### config.mk
export PLATFORM = sky130hd
export DESIGN_NAME = ram_bank
export DESIGN_NICKNAME = d
export VERILOG_FILES = /design/src/rtl/ram_bank.sv
export SDC_FILE = /design/constraint.sdc
export NUM_CORES = 1
export LEC_CHECK = 0
export ABC_CLOCK_PERIOD_IN_PS = 6500
export BUFFER_PORTS_ARGS = -buffer_cell sky130_fd_sc_hd__buf_2
export CORE_MARGIN = 3
export CORE_UTILIZATION = 52
export DETAILED_ROUTE_END_ITERATION = 8
export PLACE_DENSITY = 0.69
export SYNTH_ARGS = -nofsm -noshare
export SYNTH_HDL_FRONTEND = slang
export SYNTH_SLANG_ARGS = --single-unit
### constraint.sdc
create_clock -name clock -period 6.5 [get_ports clock]
set_clock_uncertainty 0.05 [all_clocks]
set_input_delay 0.65 -clock clock [delete_from_list [all_inputs] [get_ports clock]]
set_output_delay 0.65 -clock clock [all_outputs]
set_load 0.01 [all_outputs]
### src/rtl/ram_bank.sv
// rtl/ram_bank.sv - 4002-class data RAM: phase tracker, SRC selection, I/O command decode/execute, debug read port
module ram_bank #(
    parameter logic [1:0] CHIP_ID  = 2'd0,
    parameter int         NUM_REGS = 4,
    parameter int         PORT_W   = 4
) (
    input  logic              clock,
    input  logic              reset,
    input  logic              sync,
    input  logic              cm,
    input  logic [3:0]        data_in,
    output logic [3:0]        data_out,
    output logic              data_oe,
    output logic [PORT_W-1:0] port_out,
    input  logic              dbg_sel,
    input  logic [5:0]        dbg_addr,
    output logic [3:0]        dbg_data
);

    typedef enum logic [2:0] {A1, A2, A3, M1, M2, X1, X2, X3} phase_t;

    phase_t     phase;
    logic       selected;
    logic       src_pending;
    logic       cmd_valid;
    logic [1:0] reg_idx;
    logic [3:0] char_idx;
    logic [3:0] cmd;

    // Four registers are always declared; rows at or above NUM_REGS are never written or read.
    logic [3:0] mem    [4][16];
    logic [3:0] status [4][4];

    logic       reg_ok;
    logic       is_wrm;
    logic       is_wmp;
    logic       is_wr_stat;
    logic       is_rd_mem;
    logic       is_rd_stat;
    logic       rd_en;
    logic       exec;
    logic       load_read;
    logic [3:0] rd_val;
    logic [1:0] dbg_reg;

    always_comb begin
        reg_ok     = int'(reg_idx) < NUM_REGS;
        is_wrm     = (cmd == 4'h0);
        is_wmp     = (cmd == 4'h1);
        is_wr_stat = (cmd[3:2] == 2'b01);
        is_rd_mem  = (cmd == 4'h8) || (cmd == 4'h9) || (cmd == 4'hB);
        is_rd_stat = (cmd[3:2] == 2'b11);
        rd_en      = cmd_valid && (is_rd_mem || is_rd_stat);
        exec       = cmd_valid && (phase == X2);
        // A sync in X1 realigns before X2, so the read must not start.
        load_read  = (phase == X1) && !sync && rd_en;
        rd_val     = 4'h0;
        if (reg_ok) begin
            rd_val = is_rd_stat ? status[reg_idx][cmd[1:0]] : mem[reg_idx][char_idx];
        end
    end

    always_comb begin
        dbg_reg  = dbg_sel ? dbg_addr[3:2] : dbg_addr[5:4];
        dbg_data = 4'h0;
        if (int'(dbg_reg) < NUM_REGS) begin
            dbg_data = dbg_sel ? status[dbg_reg][dbg_addr[1:0]] : mem[dbg_reg][dbg_addr[3:0]];
        end
    end

    always_ff @(posedge clock) begin
        if (reset) begin
            phase       <= A1;
            selected    <= 1'b0;
            src_pending <= 1'b0;
            cmd_valid   <= 1'b0;
            reg_idx     <= 2'd0;
            char_idx    <= 4'd0;
            cmd         <= 4'd0;
            data_out    <= 4'd0;
            data_oe     <= 1'b0;
            port_out    <= '0;
            for (int r = 0; r < 4; r++) begin
                for (int c = 0; c < 16; c++) mem[r][c] <= 4'd0;
                for (int s = 0; s < 4; s++) status[r][s] <= 4'd0;
            end
        end else begin
            phase <= sync ? A1 : phase_t'(phase + 3'd1);

            if (phase == X2 && cm) begin
                selected <= (data_in[3:2] == CHIP_ID);
                reg_idx  <= data_in[1:0];
            end
            src_pending <= (phase == X2) && cm && !sync;
            if (phase == X3 && src_pending && selected) begin
                char_idx <= data_in;
            end

            // Command is valid for one instruction; any early sync drops it.
            if (sync || phase == X3) begin
                cmd_valid <= 1'b0;
            end else if (phase == M2 && cm && selected) begin
                cmd_valid <= 1'b1;
                cmd       <= data_in;
            end

            data_oe  <= load_read;
            data_out <= load_read ? rd_val : 4'h0;

            if (exec && is_wmp) begin
                port_out <= data_in[PORT_W-1:0];
            end
            if (exec && reg_ok && is_wrm) begin
                mem[reg_idx][char_idx] <= data_in;
            end
            if (exec && reg_ok && is_wr_stat) begin
                status[reg_idx][cmd[1:0]] <= data_in;
            end
        end
    end

endmodule

==> flow_summary.yaml, run 1 <==
final_layout:
  synthToLayoutAreaGrowth_pct: 8.419
  final-instance-count-excl-fill: 2219
  final_layout_size_suffix_gt1_share_pct: 16.87
  fillerInstances: 2960
  nets: 1706
sta:
  setup_viol: 0
  worst_pin_slew_ns: 1.079
  max_freq_ghz: 0.2001
  grt_setup_unrepaired: "no"
  timing.final.crit_period_ns: 4.998
  slew_violations: 0
  slew_headroom_pct: 27.16
  fin_crit_sh_pct: 76.89
  fin_tns_setup_ns: 0
  finalHoldViolCount: 0
synth:
  syn_area_per_cell_um2: 11.22
  ys_ff_latch: 347
  yosys.area.top_type: "edfxtp_1"
  synth_cell_types: 58
  yosysTopAreaCellShare_pct: 49.02
  ys_dominant_reg_cell: "edfxtp_1"
  synth_warnings: 0
  syn_nets: 1767
  syn_area_um2: 19600
  seq_area_frac_synth_pct: 51.78
  async_reset_ff_share_pct: 0
  synth-edff-count: 320
  synthCells: 1747
  synthTopCellsByArea: "edfxtp_1 49%, mux4_2 12%, and2_1 8.3%"
grt:
  grt_busiest_layer: "met2"
  gr-usage-met1_pct: 39.40
  grt_pass1_vias: 13830
  track_usage_pct: 27.96
  met2_usage_pct: 43.11
  grt_max_degree: 85
  grt_pass1_wl_um: 86060
  grt_use_met3_pct: 6.192
  antenna_found_initial: 6
  overflow: 0
cts:
  cts-buffers-inserted: 39
  cts_htree_levels: 2
  cts_hold_buf: 0
  post_cts_buffers: 0
  root_buffer: "clkbuf_16"
  ctsResizeCount: 0
  cts_tree: "built"
  clock-sinks: 347
  clk_latency_ns: 0.54
  clkTransAtPathRegs_ns: 0.06
  cts_buffer_depth: 3
critical_path:
  rr_worst_depth: 6
  path_cells: "buf_2, mux2_2, buf_4, nor2_1, nor2_1, a21oi_1, o32ai_1, nor3_1, o41ai_1, buf_2"
  crit_path_start_kind: "input pin"
  cp-end-kind: "primary output"
  critPathMaxStageDelay_ns: 0.90
  slowest_stage: "o41ai_1"
  cp.arrival_ns: 4.30
  critPathRequiredTime_ns: 5.80
  crit_type: "in2out"
  regToRegEndpoint: "data_out[1]"
  worst-path-max-fanout: 36
  reg2reg_setup_slack_ns: 3.13
floorplan:
  dieWidth_um: 200.2
  die_h_um: 200.2
  start_util_pct: 53.16
  dieArea_um2: 40060
  coreArea_um2: 36870
  core.rowCount: 70
  ioPinCount: 28
route:
  drt_iter0_markers: 2252
  via_count: 14568
  drt-total-wl_um: 56940
  drc: 0
  wl_per_cell_um: 25.66
  first_pass_iters: 6
  antenna_left: 0
  routed_via_density: 6.565
hold_path:
  whs_endpoint: "phase[0]"
  hold_class: "in2reg"
  min_path_cells: 2
  worstHoldStart: "sync"
placement:
  portBuffers: 27
  dpl.hpwl_um: 36640
  place_inst: 2149
  gp_congestion: 0.9731
power_and_ir_drop:
  p_leak_nw: 7.752
  power_density_nw_per_um2: 248.4
  ir_worst_vdd_v: 0.0001582
outcome:
  status: "finished, final reports clean"
run:
  max_cap_viol_count: 0
==> per-layer routing <==
metal	share of wire, %	up-vias
met1	39	7126
met3	11	177
li1	-	6294
met4	3.8	10
met2	46	961
met5	0.13	-
==> metrics by stage <==
stage                     worst slack [ns]  hold WS [ns]  total power [mW]  instance area (µm²)  utilization (%)
after global routing                 1.431        0.3322             5.427                21250            57.63
final                                1.502        0.3259             5.278                21250            57.63
after floorplan                      3.181        0.4133             2.932                19600                -
after global placement               1.890        0.4205             3.096                19990            54.20
after detailed placement             1.789        0.4308             3.108                19990            54.20
after CTS                            1.772        0.3107             5.277                21250            57.62
==> layout by cell type, fill, tap and decap left out, drive strengths merged, types with 5 or more instances in the layout <==
cell / synthesis / final
edfxtp: 320 / 320
nor2: 178 / 178
and2: 259 / 259
ha: 5 / 5
nor3b: 7 / 7
or2: 65 / 65
a221oi: 11 / 11
mux2i: 19 / 19
a31oi: 9 / 9
o2111ai: 6 / 6
buf: 50 / 59
nor3: 15 / 15
a21o: 16 / 16
a2bb2oi: 10 / 10
nor4: 12 / 12
dfxtp: 27 / 27
and3: 72 / 72
a22oi: 13 / 13
a21oi: 25 / 25
inv: 9 / 9
nor2b: 10 / 10
o21ai: 66 / 66
clkinv: 0 / 13
nand3: 45 / 45
a211o: 8 / 8
o22ai: 15 / 15
clkbuf: 111 / 49
a211oi: 7 / 7
mux4: 103 / 103
o211ai: 17 / 17
a311oi: 11 / 11
nand2b: 13 / 13
nand2: 165 / 165
==> critical path, delay by kind of cell <==
kind | cells | cell delay, ns
AND/OR/NAND/NOR | 3 | 0.30
AO/OA/AOI/OAI | 3 | 1.28
multiplexers | 1 | 0.84
buffers and inverters | 3 | 1.16
==> worst max-delay path by stage <==
stage             from          end  slack [ns]  cells after the start
2_1_floorplan  dbg_sel  dbg_data[3]        3.18                      9
3_3_place_gp   dbg_sel  dbg_data[3]        1.89                     10
3_5_place_dp   dbg_sel  dbg_data[3]        1.79                     10
4_1_cts        dbg_sel  dbg_data[3]        1.77                     10
5_1_grt        dbg_sel  dbg_data[3]        1.43                     10
6_report       dbg_sel  dbg_data[3]        1.50                     10
==> registers in the layout (all words and copies together) (netlist names), named ones only <==
name and cells:
mem 256, status 64, char_idx 4, cmd 4
data_out 4, port_out 4, phase 3, reg_idx 2
cmd_valid 1, data_oe 1, selected 1, src_pending 1
==> report_power, final <==
part / switching, mW / internal (mW)
Clock: 0.882 / 1.32
Combinational: 0.313 / 0.163
Sequential: 0.0761 / 2.53
==> cells by family (layout without fill, tap and decap cells) <==
family	after synthesis	count (layout)	share of synthesized area [%]
buffers and inverters	170	136	3.600
and+or+nand+nor	856	856	22.68
AOI/OAI and AO/OA	245	245	8.637
DFF	347	347	51.78
adders and majority gates	5	5	0.3192
muxes	124	124	12.98
other	0	2	0
==> cell type report <==
| class | count | area, µm² | area share (%) |
|---|---|---|---|
| Tap cell | 504 | 630.6 | 2.967 |
| Antenna cell | 2 | 5.005 | 0.02355 |
| Inverter | 9 | 33.78 | 0.1590 |
| Clock inverter | 19 | 193.9 | 0.9126 |
| Clock buffer | 49 | 1066 | 5.016 |
| Timing Repair Buffer | 59 | 402.9 | 1.896 |
| Sequential cell | 347 | 10160 | 47.79 |
| Multi-Input combinational cell | 1230 | 8762 | 41.23 |
==> synth_stat cells, types with 4 or more instances <==
library cell	count
a211o_1	8
a211oi_1	7
a21o_1	16
a21oi_1	25
a221oi_1	11
a22oi_1	13
a2bb2oi_1	10
a311o_1	4
a311oi_1	11
a31oi_1	9
and2_1	259
and3_1	72
buf_1	11
buf_2	36
clkbuf_1	111
dfxtp_1	27
edfxtp_1	320
ha_1	5
inv_1	9
mux2i_1	18
mux4_2	103
nand2_1	165
nand2b_1	13
nand3_1	45
nand3b_1	4
nand4_1	4
nor2_1	178
nor2b_1	10
nor3_1	15
nor3b_1	7
nor4_1	12
o2111ai_1	6
o211ai_1	17
o21ai_0	64
o22ai_1	15
o311ai_0	4
or2_2	65
No activity file was read; power rests on OpenSTA's default activity.
==> inputs of run 2 (changes only) <==
--- a/config.mk
+++ b/config.mk
@@ -5,7 +5,7 @@
 export SDC_FILE = /design/constraint.sdc
 export NUM_CORES = 1
 export LEC_CHECK = 0
-export ABC_CLOCK_PERIOD_IN_PS = 6500
+export ABC_CLOCK_PERIOD_IN_PS = 4800
 export BUFFER_PORTS_ARGS = -buffer_cell sky130_fd_sc_hd__buf_2
 export CORE_MARGIN = 3
 export CORE_UTILIZATION = 52
==> constraint.sdc (replaced) <==
create_clock -name clock -period 4.8 [get_ports clock]
set_clock_uncertainty 0.05 [all_clocks]
set_input_delay 0.48 -clock clock [delete_from_list [all_inputs] [get_ports clock]]
set_output_delay 0.48 -clock clock [all_outputs]
set_load 0.01 [all_outputs]
==> run 2 against run 1 <==
- first-iteration DRC count shrank 10%
- via count barely moved
- worst setup slack got worse by 0.81 ns
- critical path depth unchanged
- cell count grew 0.77%
- sequential share of layout area down 0.27 points
- largest power group unchanged
- sequential power is 35% higher
- critical endpoint is now dbg_data[1]
- flip-flop and latch count stayed put
==> flow_summary.yaml, run 2 (synthesized netlist as in run 1, its figures left out) <==
cts:
  clkTransAtPathRegs_ns: 0.06
  cts_buffer_depth: 3
  clk_latency_ns: 0.56
  cts-buffers-inserted: 39
  cts_tree: "built"
  clock-sinks: 347
  cts_htree_levels: 2
  post_cts_buffers: 0
  cts_hold_buf: 0
  root_buffer: "clkbuf_16"
  ctsResizeCount: 0
critical_path:
  cp.arrival_ns: 3.58
  critPathRequiredTime_ns: 4.27
  worst-path-max-fanout: 18
  crit_type: "in2out"
  cp-end-kind: "primary output"
  reg2reg_setup_slack_ns: 1.64
  crit_path_start_kind: "input pin"
  rr_worst_depth: 6
  regToRegEndpoint: "data_out[2]"
final_layout:
  final-instance-count-excl-fill: 2236
  final_layout_size_suffix_gt1_share_pct: 17.76
  largestRegisters: "mem x256, status x64"
  nets: 1720
  final_cell_mix: "320 x edfxtp_1, 259 x and2_1, 178 x nor2_1"
  fillerInstances: 2967
  largest_reg_flops: 256
  synthToLayoutAreaGrowth_pct: 9.032
  final_common_cell: "edfxtp_1"
  largest-register: "mem"
floorplan:
  start_util_pct: 53.16
  dieArea_um2: 40060
  coreArea_um2: 36870
  core.rowCount: 70
  die_h_um: 200.2
  dieWidth_um: 200.2
  ioPinCount: 28
sta:
  worst_pin_slew_ns: 1.153
  finalHoldViolCount: 0
  fin_crit_sh_pct: 85.69
  slew_violations: 0
  max_freq_ghz: 0.2431
  setup_viol: 0
  grt_setup_unrepaired: "no"
  slew_headroom_pct: 23.15
  timing.final.crit_period_ns: 4.113
  fin_tns_setup_ns: 0
  hold_ws_ns: 0.1400
run:
  max_cap_viol_count: 0
route:
  routed_via_density: 6.509
  drt-total-wl_um: 57410
  via_count: 14555
  drt_iter0_markers: 2021
  wl_per_cell_um: 25.68
  antenna_left: 0
  drc: 0
  first_pass_iters: 8
grt:
  antenna_found_initial: 5
  grt_pass1_vias: 13966
  grt_pass1_wl_um: 86830
  grt_max_degree: 71
  overflow: 0
  track_usage_pct: 28.28
placement:
  portBuffers: 27
  gp_congestion: 0.9884
  dpl.hpwl_um: 39420
  place_inst: 2163
hold_path:
  whs_endpoint: "phase[0]"
  min_path_cells: 2
  worstHoldStart: "sync"
  hold_class: "in2reg"
power_and_ir_drop:
  p_leak_nw: 7.850
  power_density_nw_per_um2: 335.9
  ir_worst_vdd_v: 0.0002689
  power.total_mw: 7.179
outcome:
  status: "finished, final reports clean"
run 2: layer usage:
| layer | track usage [%] | vias up | part of all wire [%] |
|---|---|---|---|
| met4 | 11.27 | 4 | 4.1 |
| met2 | 43.47 | 945 | 45 |
| met3 | 5.965 | 171 | 11 |
| met5 | 0 | - | 0.061 |
| li1 | - | 6336 | - |
| met1 | 39.75 | 7099 | 40 |
run 2: area by class of cell:
| cell class | count | area, µm² | area share, % |
|---|---|---|---|
| Antenna cell | 3 | 7.507 | 0.03513 |
| Sequential cell | 347 | 10160 | 47.53 |
| Inverter | 9 | 33.78 | 0.1581 |
| Multi-Input combinational cell | 1230 | 8762 | 41.00 |
| Clock inverter | 21 | 219.0 | 1.025 |
| Tap cell | 504 | 630.6 | 2.951 |
| Clock buffer | 49 | 1066 | 4.988 |
| Timing Repair Buffer | 73 | 495.5 | 2.318 |
run 2: power breakdown:
group / switching [mW] / internal [mW] / total, mW
clock network: 1.22 / 1.79 / 3.01
logic: 0.412 / 0.226 / 0.638
registers: 0.109 / 3.42 / 3.53
total: 1.74 / 5.44 / 7.18
run 2: how the worst max path moves through the flow:
stage | from | to | slack (ns) | cells after the start
global placement | dbg_sel | dbg_data[1] | 0.88 | 10
CTS | dbg_sel | dbg_data[1] | 0.82 | 10
detailed placement | dbg_sel | dbg_data[1] | 0.82 | 10
global route | dbg_sel | dbg_data[0] | 0.55 | 10
floorplan | dbg_sel | dbg_data[3] | 1.82 | 9
finish | dbg_sel | dbg_data[1] | 0.69 | 10
run 2: critical path: stages:
cell	delay, ns
buf_2	0.33
or3b_1	0.45
nand2_1	0.49
buf_4	0.37
o41ai_1	0.36
o2111ai_1	0.17
o311a_1	0.16
nor3_1	0.34
a311o_1	0.25
buf_2	0.16
run 2: stage by stage:
| stage | util, % | instance area [µm²] | setup slack (ns) |
|---|---|---|---|
| after floorplan | - | 19600 | 1.821 |
| after global placement | 54.46 | 20080 | 0.8794 |
| after detailed placement | 54.46 | 20080 | 0.8233 |
| after CTS | 57.94 | 21360 | 0.8199 |
| after global routing | 57.95 | 21370 | 0.5536 |
| final | 57.96 | 21370 | 0.6871 |
